### src/rtl/cmd_arbiter_rr_n_if.sv
// Command arbiter bus: per-channel request lines in, one registered winner out.
// Latency: n/a (signal bundle only).
// Backpressure: req_ready is the per-channel accept; the output side has none.
interface cmd_arbiter_rr_n_if #(
    parameter int NUM_REQUESTS = 4,
    parameter int CMD_W        = 128
);
    localparam int CHAN_W = (NUM_REQUESTS > 1) ? $clog2(NUM_REQUESTS) : 1;

    logic [NUM_REQUESTS-1:0]       req_valid;
    logic [NUM_REQUESTS*CMD_W-1:0] req_line;
    logic [NUM_REQUESTS-1:0]       req_ready;
    logic                          out_valid;
    logic [CMD_W-1:0]              out_line;
    logic [CHAN_W-1:0]             out_chan;

    // Command sources plus the consumer of the registered winner.
    modport master (
        output req_valid, req_line,
        input  req_ready, out_valid, out_line, out_chan
    );

    // The arbiter itself.
    modport slave (
        input  req_valid, req_line,
        output req_ready, out_valid, out_line, out_chan
    );
endinterface

### src/rtl/cmd_arbiter_rr_n.sv
// N-way command arbiter, fixed or round-robin priority, gated by downstream credits.
// Latency: winner appears on out_* one cycle after its combinational grant.
// Backpressure: no grant while disabled or out of credits; sources hold lines until req_ready.
module cmd_arbiter_rr_n #(
    parameter int NUM_REQUESTS = 4,
    parameter int CMD_W        = 128,
    parameter int INIT_CREDITS = 64,
    parameter int CREDIT_W     = 8
) (
    input  logic                 clock,
    input  logic                 rstn,
    input  logic                 enabled,
    input  logic                 mode_rr,
    input  logic                 credit_return,
    cmd_arbiter_rr_n_if.slave    bus,
    output logic [CREDIT_W-1:0]  credits,
    output logic                 credit_overflow
);
    localparam int CHAN_W = (NUM_REQUESTS > 1) ? $clog2(NUM_REQUESTS) : 1;
    localparam logic [CREDIT_W-1:0] CRED_INIT = CREDIT_W'(INIT_CREDITS);

    logic [CHAN_W-1:0]       rr_ptr_q, rr_ptr_d;
    logic                    out_valid_q, out_valid_d;
    logic [CMD_W-1:0]        out_line_q, out_line_d;
    logic [CHAN_W-1:0]       out_chan_q, out_chan_d;
    logic [CREDIT_W-1:0]     credits_q, credits_d;
    logic                    overflow_q, overflow_d;

    logic                    grant_found;
    logic [CHAN_W-1:0]       grant_idx;
    logic [CHAN_W-1:0]       cand;
    logic                    can_grant;
    logic [NUM_REQUESTS-1:0] ready;
    logic                    xfer;

    // Channel index (base + step) wrapped into 0..NUM_REQUESTS-1.
    function automatic logic [CHAN_W-1:0] wrap_idx(input logic [CHAN_W-1:0] base, input int step);
        int s;
        s = int'(base) + step;
        if (s >= NUM_REQUESTS) s = s - NUM_REQUESTS;
        return CHAN_W'(s);
    endfunction

    // Find the winner: scan upward from rr_ptr in round-robin mode, from 0 in fixed mode.
    always_comb begin
        grant_found = 1'b0;
        grant_idx   = '0;
        cand        = '0;
        for (int k = 0; k < NUM_REQUESTS; k++) begin
            cand = wrap_idx(mode_rr ? rr_ptr_q : '0, k);
            if (!grant_found && bus.req_valid[cand]) begin
                grant_found = 1'b1;
                grant_idx   = cand;
            end
        end
    end

    // One-hot accept; rstn gates it so nothing is accepted while reset is held.
    always_comb begin
        can_grant = rstn & enabled & (credits_q != '0);
        ready     = '0;
        if (can_grant && grant_found) ready[grant_idx] = 1'b1;
        xfer      = |(ready & bus.req_valid);
    end

    // Next-state: register the winner, advance the pointer, track credits.
    always_comb begin
        out_valid_d = xfer;
        out_line_d  = xfer ? bus.req_line[grant_idx*CMD_W +: CMD_W] : '0;
        out_chan_d  = xfer ? grant_idx : '0;
        rr_ptr_d    = xfer ? wrap_idx(grant_idx, 1) : rr_ptr_q;
        credits_d   = credits_q;
        overflow_d  = overflow_q;
        case ({xfer, credit_return})
            2'b10: credits_d = credits_q - 1'b1;
            2'b01: begin
                // A return with every credit already home is bogus: drop it and flag.
                if (credits_q == CRED_INIT) overflow_d = 1'b1;
                else                        credits_d  = credits_q + 1'b1;
            end
            default: credits_d = credits_q;
        endcase
    end

    // State registers with asynchronous active-low clear.
    always_ff @(posedge clock or negedge rstn) begin
        if (!rstn) begin
            rr_ptr_q    <= '0;
            out_valid_q <= 1'b0;
            out_line_q  <= '0;
            out_chan_q  <= '0;
            credits_q   <= CRED_INIT;
            overflow_q  <= 1'b0;
        end else begin
            rr_ptr_q    <= rr_ptr_d;
            out_valid_q <= out_valid_d;
            out_line_q  <= out_line_d;
            out_chan_q  <= out_chan_d;
            credits_q   <= credits_d;
            overflow_q  <= overflow_d;
        end
    end

    assign bus.req_ready    = ready;
    assign bus.out_valid    = out_valid_q;
    assign bus.out_line     = out_line_q;
    assign bus.out_chan     = out_chan_q;
    assign credits          = credits_q;
    assign credit_overflow  = overflow_q;
endmodule

### src/flat_wrapper.sv
// flat-port wrapper written by rule: the top's interface ports become plain ports
module cmd_arbiter_rr_n_flat 
#(
    parameter int NUM_REQUESTS = 4,
    parameter int CMD_W        = 128,
    parameter int INIT_CREDITS = 64,
    parameter int CREDIT_W     = 8
)
  (clock, rstn, enabled, mode_rr, credit_return, credits, credit_overflow, bus_req_valid, bus_req_line, bus_req_ready, bus_out_valid, bus_out_line, bus_out_chan);
  cmd_arbiter_rr_n_if #(.NUM_REQUESTS(NUM_REQUESTS), .CMD_W(CMD_W)) bus_i ();
  input  logic clock;
  input  logic rstn;
  input  logic enabled;
  input  logic mode_rr;
  input  logic credit_return;
  output logic [CREDIT_W-1:0] credits;
  output logic credit_overflow;
  input wire logic [$bits(bus_i.req_valid)-1:0] bus_req_valid;
  input wire logic [$bits(bus_i.req_line)-1:0] bus_req_line;
  output wire logic [$bits(bus_i.req_ready)-1:0] bus_req_ready;
  output wire logic [$bits(bus_i.out_valid)-1:0] bus_out_valid;
  output wire logic [$bits(bus_i.out_line)-1:0] bus_out_line;
  output wire logic [$bits(bus_i.out_chan)-1:0] bus_out_chan;
  assign bus_i.req_valid = bus_req_valid;
  assign bus_i.req_line = bus_req_line;
  assign bus_req_ready = bus_i.req_ready;
  assign bus_out_valid = bus_i.out_valid;
  assign bus_out_line = bus_i.out_line;
  assign bus_out_chan = bus_i.out_chan;
  cmd_arbiter_rr_n #(.NUM_REQUESTS(NUM_REQUESTS), .CMD_W(CMD_W), .INIT_CREDITS(INIT_CREDITS), .CREDIT_W(CREDIT_W)) u_core (.clock(clock), .rstn(rstn), .enabled(enabled), .mode_rr(mode_rr), .credit_return(credit_return), .bus(bus_i), .credits(credits), .credit_overflow(credit_overflow));
endmodule
### config.mk
export PLATFORM = sky130hd
export DESIGN_NAME = cmd_arbiter_rr_n_flat
export DESIGN_NICKNAME = d
export VERILOG_FILES = /design/src/rtl/cmd_arbiter_rr_n_if.sv /design/src/rtl/cmd_arbiter_rr_n.sv /design/src/flat_wrapper.sv
export SDC_FILE = /design/constraint.sdc
export NUM_CORES = 1
export LEC_CHECK = 0
export ABC_AREA = 1
export BUFFER_PORTS_ARGS = -buffer_cell sky130_fd_sc_hd__buf_2
export CAP_MARGIN = 10
export CORE_AREA = 4 4 256 258
export CTS_CLUSTER_DIAMETER = 150
export DETAILED_ROUTE_END_ITERATION = 12
export DIE_AREA = 0 0 260 262
export MAX_ROUTING_LAYER = met4
export PLACE_DENSITY_LB_ADDON = 0.2
export SLEW_MARGIN = 40
export SYNTH_ARGS = -nofsm -noshare
export SYNTH_HDL_FRONTEND = slang
export SYNTH_SLANG_ARGS = --single-unit
### constraint.sdc
create_clock -name clock -period 3.68 [get_ports clock]
set_input_delay 0.184 -clock clock [delete_from_list [all_inputs] [get_ports clock]]
set_output_delay 0.184 -clock clock [all_outputs]
set_load 0.005 [all_outputs]
==> qor.yml, run 1 <==
status: "finished clean"
synthFlopType: "dfrtp_1"
area_growth_pct: 50.1
path_clk_slew_ns: 0.07
die_h_um: 262
slew_violations: 0
fillers: 7241
drtIter0Drc: 729
p_comb_frac: 0.600
synth_cell_types: 29
pin_count: 665
die_w_um: 260
postPlaceCellArea_sq_mm: 0.0139
crit_required_ns: 4.03
clock_latency_ns: 0.46
synth_cells: 1563
final_layout_size_suffix_gt1_frac: 0.338
utilization: 0.234
coreArea_sq_mm: 0.0630
dp_cells: 2966
wl_per_cell_um: 17.0
synth_area_leaders: "dfrtp_1, nand2_1, nand3_1"
cts.root.buffer_cell: "clkbuf_16"
syn_avg_cell_area_sq_um: 6.29
cts_tree: "built"
clock_skew_ns: 0.00891
ys_seq_elements: 142
antenna_found_initial: 10
multi_input_area_sq_mm: 0.00557
tightest_slew_ns: 0.880
syn_area_sq_mm: 0.00984
yosys.area.top_type: "dfrtp_1"
critPathMaxFanout: 79
vias: 12706
post-route-min-period_ns: 3.37
hold_viol: 0
grt_pass1_wl_um: 73700
wirelength_um: 51400
synth_seq_area_share: 0.361
p_sw_uw: 4940
final_cells: 3023
powerDensity_mw_per_mm2: 674
vias_per_cell: 4.20
hold_path.class: "input port to flip-flop"
end_kind: "flip-flop"
grt_setup_unrepaired: "no"
startpoint_type: "flip-flop"
place_hpwl_um: 39300
switching_share: 0.497
critPathKind: "flip-flop to flip-flop"
drc: 0
grt_max_degree: 137
synth-edff-count: 0
ys_top_cells_by_count: "nand2_1, nand3_1, dfrtp_1"
vdd_drop_max_mv: 0.370
gp_congestion: 0.875
gr-total-overflow: 0
rows: 92
max_clock_freq_ghz: 0.296
relSlewSlack: 0.414
ant_nets: 0
die_area_sq_mm: 0.0681
drv_cap: 0
grtUsageTotal: 0.145
firstDrtPassIters: 5
yosysWarnings: 0
register_area_sq_mm: 0.00355
io_buffers: 664
cts_inserted_buffers: 17
cts_sinks: 142
cts.path.max_buffers: 2
setup_tns_ns: 0
first_global_vias: 12602
nets: 2685
worstPathArrival_ns: 3.72
internal_power_uw: 5010
syn_nets: 2091
fin_area_sq_mm: 0.0148
async_flop_share: 1.00
seq_power_share: 0.213
p_leak_uw: 0.00858
synth_top_cell_area_share: 0.359
post-route-period-util: 0.917
ctsHtreeMaxLevel: 4
clock_power_share: 0.187
setup_viol: 0
start_util: 0.156
cts_setup_buffers: 0
yosys.cell_count.top_type: "nand2_1"
power_uw: 9950
[critical path, stage by stage, from the launching register on]
cell           delay (ns)
dfrtp_1              0.53
nand2_2              0.22
nand2_1              0.17
nand3_2              0.10
nand2_2              0.17
nand4_1              0.26
nand2_8              0.17
nand2_8              0.24
buf_12               0.32
buf_4                0.21
nand2_1              0.06
nand2_1              0.05
nand2_1              0.05
a21oi_1              0.06
dlygate4sd3_1        0.59
[power groups by stage]
stage / clock network, uW / logic (uW) / registers [uW]
floorplan: 0 / 3860 / 2160
global placement: 0 / 6040 / 2150
detailed placement: 0 / 6020 / 2150
CTS: 1960 / 6060 / 2130
global route: 2000 / 6720 / 2170
finish: 1860 / 5970 / 2120
[worst paths after layout]
path | from | cells after the start | slack, ns | endpoint
worst max register to register | u_core.rr_ptr_q[0] | 14 | 0.31 | u_core.bus.out_line[94]
worst min register to register | u_core.credit_overflow | 1 | 0.49 | u_core.credit_overflow
worst max-delay path | u_core.rr_ptr_q[0] | 14 | 0.31 | u_core.bus.out_line[94]
worst min-delay path | bus_req_line[271] | 5 | 0.06 | u_core.bus.out_line[15]
min in group asynchronous | rstn | 2 | 0.19 | u_core.bus.out_line[53]
max in group asynchronous | rstn | 3 | 2.57 | u_core.bus.out_line[68]
[registers in the layout, summed over array words and instances, names as in the netlist]
signal and flops:
u_core.bus.out_chan 2, u_core.credits 8, u_core.bus.out_valid 1, u_core.rr_ptr_q 2
u_core.credit_overflow 1, u_core.bus.out_line 128
[final cells by class]
| type | instances | share of cell area |
|---|---|---|
| Inverter | 25 | 0.00636 |
| Clock inverter | 12 | 0.0108 |
| Timing Repair Buffer | 708 | 0.261 |
| Antenna cell | 8 | 0.00136 |
| Multi-Input combinational cell | 1263 | 0.378 |
| Tap cell | 846 | 0.0717 |
| Sequential cell | 142 | 0.241 |
| Clock buffer | 19 | 0.0307 |
[layout by cell type (no fill, tap or decap), types with 2 or more instances in the layout]
| master | synthesis | routed |
|---|---|---|
| clkinvlp_4 | 0 | 4 |
| nand2_1 | 696 | 695 |
| inv_6 | 0 | 3 |
| bufinv_16 | 0 | 3 |
| nand2_8 | 0 | 2 |
| nor3_1 | 2 | 2 |
| nand3_2 | 2 | 2 |
| a31oi_1 | 2 | 2 |
| buf_2 | 78 | 663 |
| a21oi_1 | 106 | 106 |
| xor2_1 | 4 | 4 |
| buf_12 | 0 | 11 |
| nand2_2 | 2 | 2 |
| clkbuf_8 | 0 | 2 |
| nor2_1 | 77 | 77 |
| inv_1 | 24 | 24 |
| ha_1 | 6 | 6 |
| clkbuf_16 | 0 | 17 |
| dfrtp_1 | 141 | 141 |
| diode_2 | 0 | 8 |
| nand4_1 | 37 | 37 |
| dlygate4sd3_1 | 0 | 18 |
| nand3_4 | 1 | 2 |
| nand3_1 | 315 | 314 |
| buf_4 | 16 | 13 |
| buf_6 | 1 | 3 |
| o21ai_0 | 6 | 6 |
[cell families after synthesis]
| kind of cell | synth area share |
|---|---|
| AO/OA/AOI/OAI | 0.0604 |
| XOR/XNOR | 0.00445 |
| adder cells (fa/ha/maj) | 0.00967 |
| buffers and inverters | 0.0771 |
| flip-flops | 0.361 |
| AND/OR/NAND/NOR | 0.487 |
[timing repair]
| action | CTS | global route |
|---|---|---|
| hold buffers | 18 | 0 |
| endpoints found under the hold margin | 45 | 0 |
| resized for setup | 0 | 1 |
| setup endpoints to repair | 0 | 4 |
[layer usage]
| layer | track usage | up-vias | share of wire |
|---|---|---|---|
| met5 | - | - | 0 |
| met4 | 0.0574 | 0 | 0.026 |
| met3 | 0.0323 | 64 | 0.064 |
| met2 | 0.250 | 455 | 0.52 |
| met1 | 0.164 | 5910 | 0.39 |
| li1 | - | 6277 | - |
[through the flow]
stage | setup WS, ns | hold slack, ns
floorplan | 1.05 | -0.112
global placement | 0.379 | 0.106
detailed placement | 0.326 | 0.119
CTS | 0.218 | 0.000956
global route | 0.0345 | 0.0314
finish | 0.307 | 0.0627
Power figures use the tool's default switching activity.
==> run 2: changes to the inputs <==
REMOVE_ABC_BUFFERS = 1   (was unset)
==> run 2 against run 1 <==
  * Power fell by 1.4%
  * Global-route usage fell by 0.66 points
  * Count of clock-buffer cells in the layout rose by 2
  * Sequential power barely moved
  * Sequential share of layout area rose by 0.059 points
  * Critical path depth rose by 4
  * Hold slack got worse by 0.0037 ns
  * Die area did not move
  * Wire length fell by 6.0%
  * Non-clock buffer count fell by 8
  * Fmax rose by 1.1%
  * Cell area fell by 0.25%
  * Critical endpoint is now u_core.credits[7]
==> qor.yml, run 2 (synthesis gave the netlist of run 1 again) <==
ctsHtreeMaxLevel: 4
cts_sinks: 142
cts_tree: "built"
wirelength_um: 48300
max_clock_freq_ghz: 0.300
nets: 2677
drtIter0Drc: 673
path_clk_slew_ns: 0.06
largest_reg_flops: 128
cts_inserted_buffers: 17
fin_area_sq_mm: 0.0147
fillers: 7233
ant_nets: 0
grt_setup_unrepaired: "no"
area_growth_pct: 49.7
tightest_slew_ns: 0.695
vias_per_cell: 4.17
post-route-min-period_ns: 3.34
start_util: 0.156
final_layout_size_suffix_gt1_frac: 0.339
die_area_sq_mm: 0.0681
worstPathArrival_ns: 3.69
place_hpwl_um: 36800
switching_share: 0.490
powerDensity_mw_per_mm2: 666
use_met1: 0.156
grt_pass1_wl_um: 70900
busiest_layer: "met2"
crit_required_ns: 4.04
vdd_drop_max_mv: 0.365
critPathKind: "flip-flop to flip-flop"
postPlaceCellArea_sq_mm: 0.0139
final_cell_mix: "nand2_1, buf_2, nand3_1"
min_from: "bus_req_line[86]"
die_w_um: 260
grt_max_degree: 141
clock_power_share: 0.189
drv_cap: 0
pin_count: 665
timing.rr.start: "u_core.rr_ptr_q[0]"
hold_viol: 0
die_h_um: 262
coreArea_sq_mm: 0.0630
grtUsageTotal: 0.138
relSlewSlack: 0.537
setup_viol: 0
p_leak_uw: 0.00857
cts.path.max_buffers: 2
p_comb_frac: 0.596
post-route-period-util: 0.907
first_global_vias: 12712
gp_congestion: 0.875
hold_path.class: "input port to flip-flop"
final_common_cell: "nand2_1"
multi_input_area_sq_mm: 0.00558
firstDrtPassIters: 5
clock_skew_ns: 0.0106
p_sw_uw: 4810
gr-total-overflow: 0
wl_per_cell_um: 16.0
startpoint_type: "flip-flop"
cts.root.buffer_cell: "clkbuf_16"
register_area_sq_mm: 0.00355
rows: 92
cts_setup_buffers: 0
drc: 0
status: "finished clean"
internal_power_uw: 5010
grt_use_met2: 0.238
seq_power_share: 0.215
clock_latency_ns: 0.46
slew_violations: 0
startpoint: "u_core.rr_ptr_q[0]"
io_buffers: 664
vias: 12581
critPathMaxFanout: 12
setup_tns_ns: 0
end_kind: "flip-flop"
grtUsageMet3: 0.0390
power_uw: 9810
antenna_found_initial: 7
[run 2: changes by cell type in the layout (fill, tap and decap cells not counted), sizes merged]
cell and delta:
buf -2, inv +1, clkbuf +2, dlygate4sd3 -6, diode -1, clkinvlp -2
[run 2: power groups by stage]
stage | registers, uW | clock network, uW | logic [uW]
after floorplan | 2180 | 0 | 3660
after global placement | 2130 | 0 | 6040
after detailed placement | 2130 | 0 | 5950
after CTS | 2110 | 1960 | 5980
after global routing | 2150 | 2010 | 6700
final | 2110 | 1860 | 5850
[run 2: final cells by class]
class	count	share of cell area
Inverter	25	0.00637
Multi-Input combinational cell	1263	0.379
Clock buffer	21	0.0313
Clock inverter	11	0.0104
Timing Repair Buffer	700	0.259
Antenna cell	7	0.00119
Tap cell	846	0.0719
Sequential cell	142	0.241
[run 2: worst paths after layout]
| path | depth (start not counted) | to | slack, ns |
|---|---|---|---|
| worst min-delay path | 5 | u_core.bus.out_line[86] | 0.06 |
| worst max-delay path | 18 | u_core.credits[7] | 0.34 |
| min in group asynchronous | 2 | u_core.bus.out_line[7] | 0.08 |
| worst max register to register | 18 | u_core.credits[7] | 0.34 |
| max in group asynchronous | 4 | u_core.bus.out_line[41] | 2.65 |
| worst min register to register | 1 | u_core.credit_overflow | 0.48 |
[run 2: metrics by stage]
stage               cells  utilization  setup slack, ns  hold slack [ns]
CTS                  3007        0.233            0.161         0.000666
detailed placement   2963        0.221            0.280          -0.0303
global placement     2963        0.221            0.363          -0.0295
global route         3015        0.234           0.0212           0.0295
floorplan            1430            -            -4.34           -0.112
finish               3015        0.234            0.344           0.0590
[run 2: critical path, cell delays in order (launching register included)]
cell,delay (ns)
dfrtp_1,0.55
nand2_2,0.22
nand2_1,0.17
nand3_2,0.11
nand2_2,0.18
nand3_1,0.17
o21ai_4,0.19
inv_1,0.14
nor2_1,0.11
inv_1,0.17
ha_1,0.38
a21oi_1,0.16
nand2_1,0.12
a31oi_1,0.22
nand3_1,0.13
nand2_1,0.09
nand2_1,0.05
nand2_1,0.05
inv_1,0.03
[run 2: routing by layer]
layer,up-vias,part of all wire
li1,6263,-
met1,5788,0.39
met2,474,0.51
met3,56,0.077
met4,0,0.021
met5,-,0
[run 2: timing repair]
| action | 4_1_cts | 5_1_grt |
|---|---|---|
| hold endpoints to repair | 151 | 0 |
| gates resized for setup | 0 | 1 |
| endpoints found under the setup margin | 0 | 6 |
| hold buffers | 12 | 0 |
==> run 3: changes to the inputs <==
CELL_PAD_IN_SITES_DETAIL_PLACEMENT = 0   (was unset)
CELL_PAD_IN_SITES_GLOBAL_PLACEMENT = 1   (was unset)
CORE_AREA = 4 4 255 257   (was 4 4 256 258)
CTS_CLUSTER_SIZE = 25   (was unset)
DIE_AREA = 0 0 259 261   (was 0 0 260 262)
==> run 3 against run 2 <==
  * Critical path type unchanged
  * Wire length is 11% higher
  * Fmax down 0.99%
  * Sequential power is essentially flat
  * Hold slack got worse by 0.017 ns
  * First-iteration DRC count rose by 21%
  * Worst setup slack lost 0.033 ns
  * Count of clock-buffer cells in the layout is 3 lower
==> qor.yml, run 3 (synthesis gave the netlist of run 1 again) <==
vias: 12904
vdd_drop_max_mv: 0.346
setup_viol: 0
reg2reg_depth: 14
die_area_sq_mm: 0.0676
relSlewSlack: 0.448
wl_per_cell_um: 17.5
critPathMaxFanout: 81
post-route-period-util: 0.916
critPathKind: "flip-flop to flip-flop"
ctsHtreeMaxLevel: 4
hold_path.class: "input port to flip-flop"
post-route-min-period_ns: 3.37
firstDrtPassIters: 5
setup_ws_ns: 0.311
drtIter0Drc: 812
ant_nets: 0
gr-total-overflow: 0
grt_max_degree: 137
final_layout_size_suffix_gt1_frac: 0.330
drv_cap: 0
die_w_um: 259
drc: 0
wirelength_um: 53900
slew_violations: 0
pin_count: 665
grt_setup_unrepaired: "no"
first_global_vias: 13140
startpoint_type: "flip-flop"
start_util: 0.157
final_cell_mix: "nand2_1, buf_2, nand3_1"
hold_viol: 0
clock_latency_ns: 0.48
io_buffers: 664
powerDensity_mw_per_mm2: 661
power_uw: 10100
tightest_slew_ns: 0.827
status: "finished clean"
cts_sinks: 142
end_kind: "flip-flop"
vias_per_cell: 4.18
cts_inserted_buffers: 17
nets: 2733
dp_worst_setup_slack_ns: 0.320
area_growth_pct: 55.7
cts_tree: "built"
largest_reg_flops: 128
grtUsageTotal: 0.155
cts.path.max_buffers: 2
clock_skew_ns: 0.0161
die_h_um: 261
crit_required_ns: 4.09
min_path_cells: 5
grt_pass1_wl_um: 78200
final_common_cell: "nand2_1"
coreArea_sq_mm: 0.0627
path_clk_slew_ns: 0.07
rows: 92
cts.root.buffer_cell: "clkbuf_16"
antenna_found_initial: 22
max_clock_freq_ghz: 0.297
place_hpwl_um: 39300
hold_slack_ns: 0.0424
gp_congestion: 0.834
p_leak_uw: 0.00883
worstPathArrival_ns: 3.78
## run 3: changes by cell type in the layout (fill, tap and decap cells not counted), sizes merged
cell / delta
buf: -2
bufinv: +1
clkbuf: -3
clkinv: +4
clkinvlp: +1
diode: +15
dlygate4sd3: +57
inv: -3
nand2: +1
## run 3: repair_timing
item                                    4_1_cts  5_1_grt
endpoints found under the hold margin        70        0
hold buffers                                 69        0
setup buffers                                 0        0
resized for setup                             0        1
endpoints found under the setup margin        0       19
## run 3: metal layers
metal,vias to the layer above,track usage,routed length (um)
li1,6389,-,-
met1,5997,0.173,21100
met2,453,0.261,27300
met3,65,0.0449,3900
met4,0,0.0672,1570
met5,-,-,0
## run 3: worst max-delay path, cell delays in order (launching register included)
cell and delay (ns):
dfrtp_1 0.53, nand2_2 0.21, nand2_1 0.11, nand2_1 0.08, nand2_1 0.08, nand2_1 0.13, nand4_1 0.23, nand2_8 0.21
nand2_8 0.33, buf_12 0.35, nand2_1 0.10, nand2_1 0.07, nand2_1 0.05, a21oi_1 0.15, dlygate4sd3_1 0.56
## run 3: path summary, 6_finish.rpt
path / startpoint / end / slack (ns)
max: u_core.rr_ptr_q[0] / u_core.bus.out_line[92] / 0.31
min: bus_req_line[334] / u_core.bus.out_line[78] / 0.04
max reg2reg: u_core.rr_ptr_q[0] / u_core.bus.out_line[92] / 0.31
min reg2reg: u_core.credit_overflow / u_core.credit_overflow / 0.53
max in group asynchronous: rstn / u_core.bus.out_line[11] / 2.36
min in group asynchronous: rstn / u_core.bus.out_line[9] / 0.30
## run 3: where the power goes
part	leakage (uW)	switching, uW	total [uW]	internal (uW)
Clock	0.000296	809	1940	1130
Combinational	0.00663	4040	6070	2030
Sequential	0.00191	168	2110	1940
Total	0.00883	5020	10100	5100
## run 3: per-stage QoR
step	setup TNS (ns)	instances	area (sq um)	utilization
floorplan	-351.89	1430	9170	-
global placement	0	2962	13900	0.222
detailed placement	0	2962	13900	0.222
CTS	0	3063	15300	0.243
global route	0	3085	15300	0.244
finish	0	3086	15300	0.244
## run 3: area by class of cell
type	count	area, sq um
Inverter	25	93.8
Tap cell	846	1060
Clock buffer	18	429
Multi-Input combinational cell	1264	5590
Antenna cell	22	55.1
Sequential cell	142	3550
Timing Repair Buffer	755	4340
Fill cell	7186	47400
Clock inverter	14	193
